<file path="src/rtl/ex_pkg.sv">
// Shared definitions for the EX-stage multiply/divide unit.
// Op codes follow the RISC-V M-extension funct3 field; state encoding for the
// iterative FSM; helper producing the most-negative two's-complement value.
package ex_pkg;

  // funct3 op encoding
  localparam logic [2:0] MD_MUL    = 3'b000;
  localparam logic [2:0] MD_MULH   = 3'b001;
  localparam logic [2:0] MD_MULHSU = 3'b010;
  localparam logic [2:0] MD_MULHU  = 3'b011;
  localparam logic [2:0] MD_DIV    = 3'b100;
  localparam logic [2:0] MD_DIVU   = 3'b101;
  localparam logic [2:0] MD_REM    = 3'b110;
  localparam logic [2:0] MD_REMU   = 3'b111;

  typedef enum logic [1:0] {
    MD_IDLE = 2'd0,
    MD_CALC = 2'd1,
    MD_DONE = 2'd2
  } md_state_e;

  // Most-negative value for an xlen-bit operand, right-aligned in 64 bits.
  function automatic logic [63:0] md_most_neg(input int xlen);
    md_most_neg = 64'd1 << (xlen - 1);
  endfunction

endpackage

</file>
<file path="src/rtl/ex_muldiv_iter.sv">
// Unsigned radix-2 shift engine: shift-add multiply or restoring divide.
// Latency: one step per cycle while step=1; XLEN steps give the full result.
// Backpressure: none; the controlling FSM decides when to load and step.
// Ports: load/ld_x/ld_y seed the engine (x = multiplier or dividend,
//   y = multiplicand or divisor); step advances one iteration in the mode
//   chosen by mode_div; prod_hi/prod_lo and quo/rem expose the result views.
module ex_muldiv_iter #(
  parameter int XLEN = 32
) (
  input  logic            clk,
  input  logic            rst,
  input  logic            load,
  input  logic            step,
  input  logic            mode_div,
  input  logic [XLEN-1:0] ld_x,
  input  logic [XLEN-1:0] ld_y,
  output logic [XLEN-1:0] prod_hi,
  output logic [XLEN-1:0] prod_lo,
  output logic [XLEN-1:0] quo,
  output logic [XLEN-1:0] rem
);

  // hi: product high half / partial remainder (one guard bit)
  // lo: product low half with multiplier bits / dividend bits turning into quotient
  logic [XLEN:0]   hi_q, hi_d;
  logic [XLEN-1:0] lo_q, lo_d;
  logic [XLEN-1:0] y_q, y_d;

  logic [XLEN:0] sum;
  logic [XLEN:0] shl;
  logic [XLEN:0] diff;

  always_comb begin
    hi_d = hi_q;
    lo_d = lo_q;
    y_d  = y_q;

    // Multiply: add multiplicand into the high half when the current
    // multiplier bit is set, then shift the whole pair right.
    sum  = hi_q + (lo_q[0] ? {1'b0, y_q} : '0);
    // Divide: bring the next dividend bit into the partial remainder.
    shl  = {hi_q[XLEN-1:0], lo_q[XLEN-1]};
    // Remainder stays below the divisor, so bit XLEN of the difference is a
    // reliable borrow/sign indicator.
    diff = shl - {1'b0, y_q};

    if (load) begin
      hi_d = '0;
      lo_d = ld_x;
      y_d  = ld_y;
    end else if (step) begin
      if (mode_div) begin
        if (!diff[XLEN]) begin
          hi_d = diff;
          lo_d = {lo_q[XLEN-2:0], 1'b1};
        end else begin
          hi_d = shl;
          lo_d = {lo_q[XLEN-2:0], 1'b0};
        end
      end else begin
        hi_d = {1'b0, sum[XLEN:1]};
        lo_d = {sum[0], lo_q[XLEN-1:1]};
      end
    end
  end

  always_ff @(posedge clk) begin
    if (rst) begin
      hi_q <= '0;
      lo_q <= '0;
      y_q  <= '0;
    end else begin
      hi_q <= hi_d;
      lo_q <= lo_d;
      y_q  <= y_d;
    end
  end

  assign prod_hi = hi_q[XLEN-1:0];
  assign prod_lo = lo_q;
  assign quo     = lo_q;
  assign rem     = hi_q[XLEN-1:0];

endmodule

</file>
<file path="src/rtl/ex_muldiv.sv">
// Iterative RISC-V M-extension multiply/divide unit for the EX stage.
// Latency: start in cycle 0 -> done in cycle XLEN+1 (cycle 1 for div-by-zero/overflow).
// Backpressure: start accepted only in IDLE with kill=0; busy high while iterating.
// Ports: start/op/a/b request an op; kill flushes an in-flight op without done;
//   busy marks iteration; done pulses one cycle with result valid; result holds
//   the last completed value until the next completion.
module ex_muldiv
  import ex_pkg::*;
#(
  parameter int XLEN = 32
) (
  input  logic            clk,
  input  logic            rst,
  input  logic            start,
  input  logic [2:0]      op,
  input  logic [XLEN-1:0] a,
  input  logic [XLEN-1:0] b,
  input  logic            kill,
  output logic            busy,
  output logic            done,
  output logic [XLEN-1:0] result
);

  localparam int              CW       = (XLEN > 1) ? $clog2(XLEN) : 1;
  localparam logic [XLEN-1:0] MOST_NEG = XLEN'(md_most_neg(XLEN));

  md_state_e       state_q, state_d;
  logic [CW-1:0]   cnt_q, cnt_d;
  logic [2:0]      op_q, op_d;
  logic            neg_q, neg_d;
  logic            spc_q, spc_d;
  logic [XLEN-1:0] spc_val_q, spc_val_d;
  logic [XLEN-1:0] result_q, result_d;

  // Operand conditioning (on the live inputs, used only on accept)
  logic            a_sgn, b_sgn;
  logic [XLEN-1:0] a_mag, b_mag;
  logic            neg_in;
  logic            div0, ovf, special;
  logic [XLEN-1:0] spc_val;
  logic            accept;

  // Engine interface
  logic            eng_load, eng_step;
  logic [XLEN-1:0] eng_hi, eng_lo, eng_quo, eng_rem;

  // Result formation
  logic [2*XLEN-1:0] prod, prod_s;
  logic [XLEN-1:0]   quo_s, rem_s, calc_val, done_val;

  always_comb begin
    a_sgn   = 1'b0;
    b_sgn   = 1'b0;
    a_mag   = a;
    b_mag   = b;
    neg_in  = 1'b0;
    div0    = 1'b0;
    ovf     = 1'b0;
    special = 1'b0;
    spc_val = '0;

    a_sgn  = ((op == MD_MULH) || (op == MD_MULHSU) || (op == MD_DIV) || (op == MD_REM))
             && a[XLEN-1];
    b_sgn  = ((op == MD_MULH) || (op == MD_DIV) || (op == MD_REM)) && b[XLEN-1];
    a_mag  = a_sgn ? -a : a;
    b_mag  = b_sgn ? -b : b;
    // Remainder takes the dividend's sign; products and quotients the xor.
    // MUL needs no sign fix: the low half is identical signed or unsigned.
    neg_in = (op == MD_REM) ? a_sgn : (a_sgn ^ b_sgn);

    div0    = op[2] && (b == '0);
    ovf     = ((op == MD_DIV) || (op == MD_REM)) && (a == MOST_NEG) && (b == '1);
    special = div0 || ovf;
    // op[1] separates REM/REMU from DIV/DIVU
    if (div0) begin
      spc_val = op[1] ? a : '1;
    end else if (ovf) begin
      spc_val = op[1] ? '0 : a;
    end
  end

  assign accept = (state_q == MD_IDLE) && start && !kill;

  ex_muldiv_iter #(
    .XLEN(XLEN)
  ) u_iter (
    .clk     (clk),
    .rst     (rst),
    .load    (eng_load),
    .step    (eng_step),
    .mode_div(op_q[2]),
    .ld_x    (a_mag),
    .ld_y    (b_mag),
    .prod_hi (eng_hi),
    .prod_lo (eng_lo),
    .quo     (eng_quo),
    .rem     (eng_rem)
  );

  // Sign fix-up on the finished magnitudes; valid while in DONE.
  always_comb begin
    prod     = {eng_hi, eng_lo};
    prod_s   = neg_q ? -prod : prod;
    quo_s    = neg_q ? -eng_quo : eng_quo;
    rem_s    = neg_q ? -eng_rem : eng_rem;
    calc_val = rem_s;
    case (op_q)
      MD_MUL:                       calc_val = prod_s[XLEN-1:0];
      MD_MULH, MD_MULHSU, MD_MULHU: calc_val = prod_s[2*XLEN-1:XLEN];
      MD_DIV, MD_DIVU:              calc_val = quo_s;
      default:                      calc_val = rem_s;
    endcase
    done_val = spc_q ? spc_val_q : calc_val;
  end

  always_comb begin
    state_d   = state_q;
    cnt_d     = cnt_q;
    op_d      = op_q;
    neg_d     = neg_q;
    spc_d     = spc_q;
    spc_val_d = spc_val_q;
    result_d  = result_q;
    eng_load  = 1'b0;
    eng_step  = 1'b0;

    case (state_q)
      MD_IDLE: begin
        if (accept) begin
          op_d      = op;
          neg_d     = neg_in;
          spc_d     = special;
          spc_val_d = spc_val;
          if (special) begin
            state_d = MD_DONE;
          end else begin
            eng_load = 1'b1;
            cnt_d    = CW'(XLEN - 1);
            state_d  = MD_CALC;
          end
        end
      end
      MD_CALC: begin
        if (kill) begin
          state_d = MD_IDLE;
        end else begin
          eng_step = 1'b1;
          cnt_d    = cnt_q - 1'b1;
          if (cnt_q == '0) begin
            state_d = MD_DONE;
          end
        end
      end
      MD_DONE: begin
        state_d = MD_IDLE;
        // A kill here discards the op, so the held result is left alone.
        if (!kill) begin
          result_d = done_val;
        end
      end
      default: state_d = MD_IDLE;
    endcase
  end

  always_ff @(posedge clk) begin
    if (rst) begin
      state_q   <= MD_IDLE;
      cnt_q     <= '0;
      op_q      <= MD_MUL;
      neg_q     <= 1'b0;
      spc_q     <= 1'b0;
      spc_val_q <= '0;
      result_q  <= '0;
    end else begin
      state_q   <= state_d;
      cnt_q     <= cnt_d;
      op_q      <= op_d;
      neg_q     <= neg_d;
      spc_q     <= spc_d;
      spc_val_q <= spc_val_d;
      result_q  <= result_d;
    end
  end

  assign busy   = (state_q == MD_CALC);
  assign done   = (state_q == MD_DONE) && !kill;
  assign result = done ? done_val : result_q;

endmodule
</file>
<file path="config.mk">
export PLATFORM = sky130hd
export DESIGN_NAME = ex_muldiv
export DESIGN_NICKNAME = d
export VERILOG_FILES = /design/src/rtl/ex_pkg.sv /design/src/rtl/ex_muldiv_iter.sv /design/src/rtl/ex_muldiv.sv
export SDC_FILE = /design/constraint.sdc
export NUM_CORES = 1
export LEC_CHECK = 0
export ABC_CLOCK_PERIOD_IN_PS = 6730
export CAP_MARGIN = 40
export CORE_MARGIN = 1
export CORE_UTILIZATION = 40
export DETAILED_ROUTE_END_ITERATION = 16
export SLEW_MARGIN = 20
export SYNTH_ARGS = -nofsm -noshare
export SYNTH_HDL_FRONTEND = slang
export SYNTH_SLANG_ARGS = --single-unit
</file>
<file path="constraint.sdc">
create_clock -name clk -period 6.73 [get_ports clk]
set_clock_uncertainty 0.1 [all_clocks]
set_input_delay 1.346 -clock clk [delete_from_list [all_inputs] [get_ports clk]]
set_output_delay 1.346 -clock clk [all_outputs]
set_load 0.02 [all_outputs]
</file>
==> key figures <==
Floorplanning
  • Rows: just over 70
  • Total I/O pin count: between 100 and 150
  • CORE AREA: ~0.038 mm2
  • Effective utilization at floorplan: 40.6%
  • Die area: between 0.03 and 0.04 mm2
  • Die height: just under 200 um
  • Die width: 197 um

Final layout
  • Ant diodes: 0
  • Area growth from synthesis to final layout: 12.8%
  • Core Util, Final: 45.8%
  • Fraction of layout cells with a size suffix above 1: under 10%
  • Commonest cells after routing, fill and taps aside: sky130_fd_sc_hd__nor2_1, sky130_fd_sc_hd__a21oi_1, sky130_fd_sc_hd__nand2_1
  • Number of standard cells in the final layout excluding fillers: 2657
  • Most common cell after layout, fill and taps aside: sky130_fd_sc_hd__nor2_1
  • Final Net Count: about 2300

Detailed routing
  • Vias per Instance: approximately 6.1
  • Drt total wl: roughly 58 mm
  • Residual antenna-violating net count after detailed routing: 0
  • Wirelength per Cell: 21.8 um
  • Via count: around 16000
  • Drt first-iter violations: 1507
  • Total DRC errors in the routed layout: 0
  • First-pass DRT Iterations: 5

Timing
  • Number of hold violations in the final report: 0
  • Ratio of final minimum period to clock period: roughly nine tenths
  • Number of max-slew violations in the final report: 0
  • Relative slew slack: between 40% and 50%
  • Setup total negative slack: 0 ns
  • Max Clk Rate: between 150 and 200 MHz
  • Setup repair after global routing missed its margin: false
  • Setup-failing EPs final: 0
  • Worst Slack Setup Final: about 0.77 ns
  • Minimum clock period: between 5 and 6 ns
  • Transition time at the pin with the least slew margin: around 0.84 ns

Synth
  • Most used flip-flop cell after synthesis: sky130_fd_sc_hd__dfxtp_1
  • Yosys warning total: 0
  • Syn Inst Count: 2139
  • Avg Synthesized Cell Area: slightly above 7 um2
  • Sequential fraction of the synthesis area: a little under a quarter
  • Number of flops mapped to enable cells by yosys: 0
  • Post-synthesis net count: between 2000 and 2500
  • Proportion of register bits with asynchronous set or reset after synthesis: 0%
  • Post-synth cell types: 76
  • Netlist area before placement: 0.0153 mm2
  • Synth top area share: between 20% and 30%
  • Post-synthesis sequential element count: roughly 170
  • Top area cells in the synthesized netlist: sky130_fd_sc_hd__dfxtp_1, sky130_fd_sc_hd__a21oi_1, sky130_fd_sc_hd__nor2_1, sky130_fd_sc_hd__ha_1, sky130_fd_sc_hd__o21ai_0
  • Cell accounting for the most synthesized area: sky130_fd_sc_hd__dfxtp_1

CTS
  • Deepest level of the CTS H-tree: 4
  • Sink Count: approximately 170
  • Clock-pin slew of the registers on the worst-case setup and hold paths: approximately 0.08 ns
  • Buffer depth of the longest clock path: 2
  • Clock tree root driver cell: sky130_fd_sc_hd__clkbuf_16
  • Worst-Skew Late Latency: between 0.4 and 0.5 ns
  • TritonCTS clock tree: done
  • Post-cts gate resize count: 0
  • Number of clock buffers inserted by TritonCTS: 17
  • Post CTS Setup Buffer Count: 0
  • Count of hold-fix buffers inserted at cts: 0

Global route
  • Global route overflow: 0
  • Number of antenna violations at the first check in global routing: 0
  • Via count of the first global-routing pass: roughly 15000
  • Maximum number of pins on one net before global-route repair: 57
  • Global router's overall resource usage: between 20% and 30%
  • Global-route wire length before repair: approximately 90 mm

Worst setup path
  • CP Launch Type: register
  • Critical path data arrival time: roughly 4.5 ns
  • CP Max Fanout: 11
  • Element type at the critical path end: output pin
  • Data required time of the worst path: between 5 and 6 ns
  • Startpoint-to-endpoint class of the critical path: register to output pin

Placed design
  • Number of instances in the placed design: 2623
  • Pre-CTS setup slack: 1.22 ns
  • Global placer's final weighted congestion: 0.979
  • Detailed placement HPWL: approximately 44 mm
  • Port Buffer Count: between 100 and 150

Power
  • Leakage power summed over all cells: between 6 and 7 nW
  • Areal power density over the cells: 184 mW/mm2
  • VDD IR max: between 200 and 250 uV

Run
  • Maximum capacitance violations: 0

Min path
  • Path type of the worst min-delay path: register to register

Run status
  • Status: finished clean
-- final timing paths --
check | start | to | slack (ns) | depth (start not counted)
max | u_iter.hi_q[0] | result[16] | 0.77 | 9
min | spc_val_q[2] | spc_val_q[2] | 0.36 | 2
max reg2reg | u_iter.prod_lo[31] | u_iter.hi_q[22] | 1.44 | 20
min reg2reg | spc_val_q[2] | spc_val_q[2] | 0.36 | 2
-- synthesized netlist by cell type, types with 10 or more instances --
cell type / instances
sky130_fd_sc_hd__nand4_1: 23
sky130_fd_sc_hd__a21oi_1: 202
sky130_fd_sc_hd__a211oi_1: 101
sky130_fd_sc_hd__mux2_2: 13
sky130_fd_sc_hd__nand2_1: 179
sky130_fd_sc_hd__o21bai_1: 12
sky130_fd_sc_hd__dfxtp_1: 173
sky130_fd_sc_hd__or4_1: 21
sky130_fd_sc_hd__nor2_1: 242
sky130_fd_sc_hd__or3_1: 31
sky130_fd_sc_hd__ha_1: 72
sky130_fd_sc_hd__nand3_1: 36
sky130_fd_sc_hd__and3_1: 12
sky130_fd_sc_hd__o221ai_1: 13
sky130_fd_sc_hd__o22ai_1: 13
sky130_fd_sc_hd__o211ai_1: 16
sky130_fd_sc_hd__o41ai_1: 13
sky130_fd_sc_hd__mux2i_1: 46
sky130_fd_sc_hd__clkbuf_1: 152
sky130_fd_sc_hd__and2_1: 10
sky130_fd_sc_hd__nand2b_1: 27
sky130_fd_sc_hd__xor2_1: 87
sky130_fd_sc_hd__a21o_1: 16
sky130_fd_sc_hd__xnor2_1: 87
sky130_fd_sc_hd__o21ai_0: 177
sky130_fd_sc_hd__nor3_1: 65
sky130_fd_sc_hd__inv_1: 70
sky130_fd_sc_hd__nor4_1: 21
sky130_fd_sc_hd__a31oi_1: 18
sky130_fd_sc_hd__o31ai_1: 33
sky130_fd_sc_hd__nor2b_1: 33
sky130_fd_sc_hd__or2_2: 12
-- state kept, by name (all words and copies together), names as in the netlist --
register	count
u_iter.hi_q	33
result_q	32
state_q	2
u_iter.prod_lo	32
u_iter.y_q	32
spc_q	1
neg_q	1
op_q	3
spc_val_q	32
cnt_q	5
-- power breakdown --
part,total [mW],internal (mW),switching [mW]
clock network,1.03,0.530,0.504
registers,1.16,1.07,0.0872
logic,0.971,0.371,0.600
total,3.16,1.97,1.19
-- stage by stage --
stage	power (mW)	hold slack (ns)	area [um2]
6_report	3.16	0.358	17200
3_3_place_gp	2.12	0.340	16600
2_1_floorplan	1.79	0.328	15300
4_1_cts	3.15	0.359	17200
5_1_grt	3.29	0.391	17200
3_5_place_dp	2.13	0.348	16600
-- logic make-up after synthesis --
kind of cell / synth area share, %
AOI/OAI and AO/OA: 28.3
adders and majority gates: 6.17
DFF: 22.7
xor gates and xnor gates: 9.99
muxes: 3.98
buffers and inverters: 5.86
and+or+nand+nor: 23.0
-- critical path, stage by stage, from the launching register on --
cell and delay [ns]:
sky130_fd_sc_hd__dfxtp_1 0.42, sky130_fd_sc_hd__inv_1 0.15, sky130_fd_sc_hd__ha_1 0.22, sky130_fd_sc_hd__nor3b_1 0.57, sky130_fd_sc_hd__nand3_1 0.37, sky130_fd_sc_hd__or4_1 0.66
sky130_fd_sc_hd__or4_1 0.43, sky130_fd_sc_hd__a311oi_1 0.44, sky130_fd_sc_hd__a2bb2oi_2 0.18, sky130_fd_sc_hd__clkdlybuf4s50_1 0.61
-- final cells by class --
cell class | instances | area [um2]
Fill cell | 3828 | 20400
Multi-Input combinational cell | 1731 | 10900
Sequential cell | 173 | 3470
Timing Repair Buffer | 138 | 1310
Tap cell | 511 | 639
Clock inverter | 15 | 176
Inverter | 72 | 270
Clock buffer | 17 | 425
-- per-layer routing --
layer | track usage [%] | vias up | share of wire (%) | wire, um
li1 | - | 7745 | - | -
met1 | 41.3 | 7658 | 46 | 26500
met2 | 46.0 | 615 | 44 | 25700
met3 | 4.11 | 94 | 6.9 | 3990
met4 | 10.7 | 0 | 3.0 | 1760
met5 | 0 | - | 0 | 0
Power figures use the tool's default switching activity.
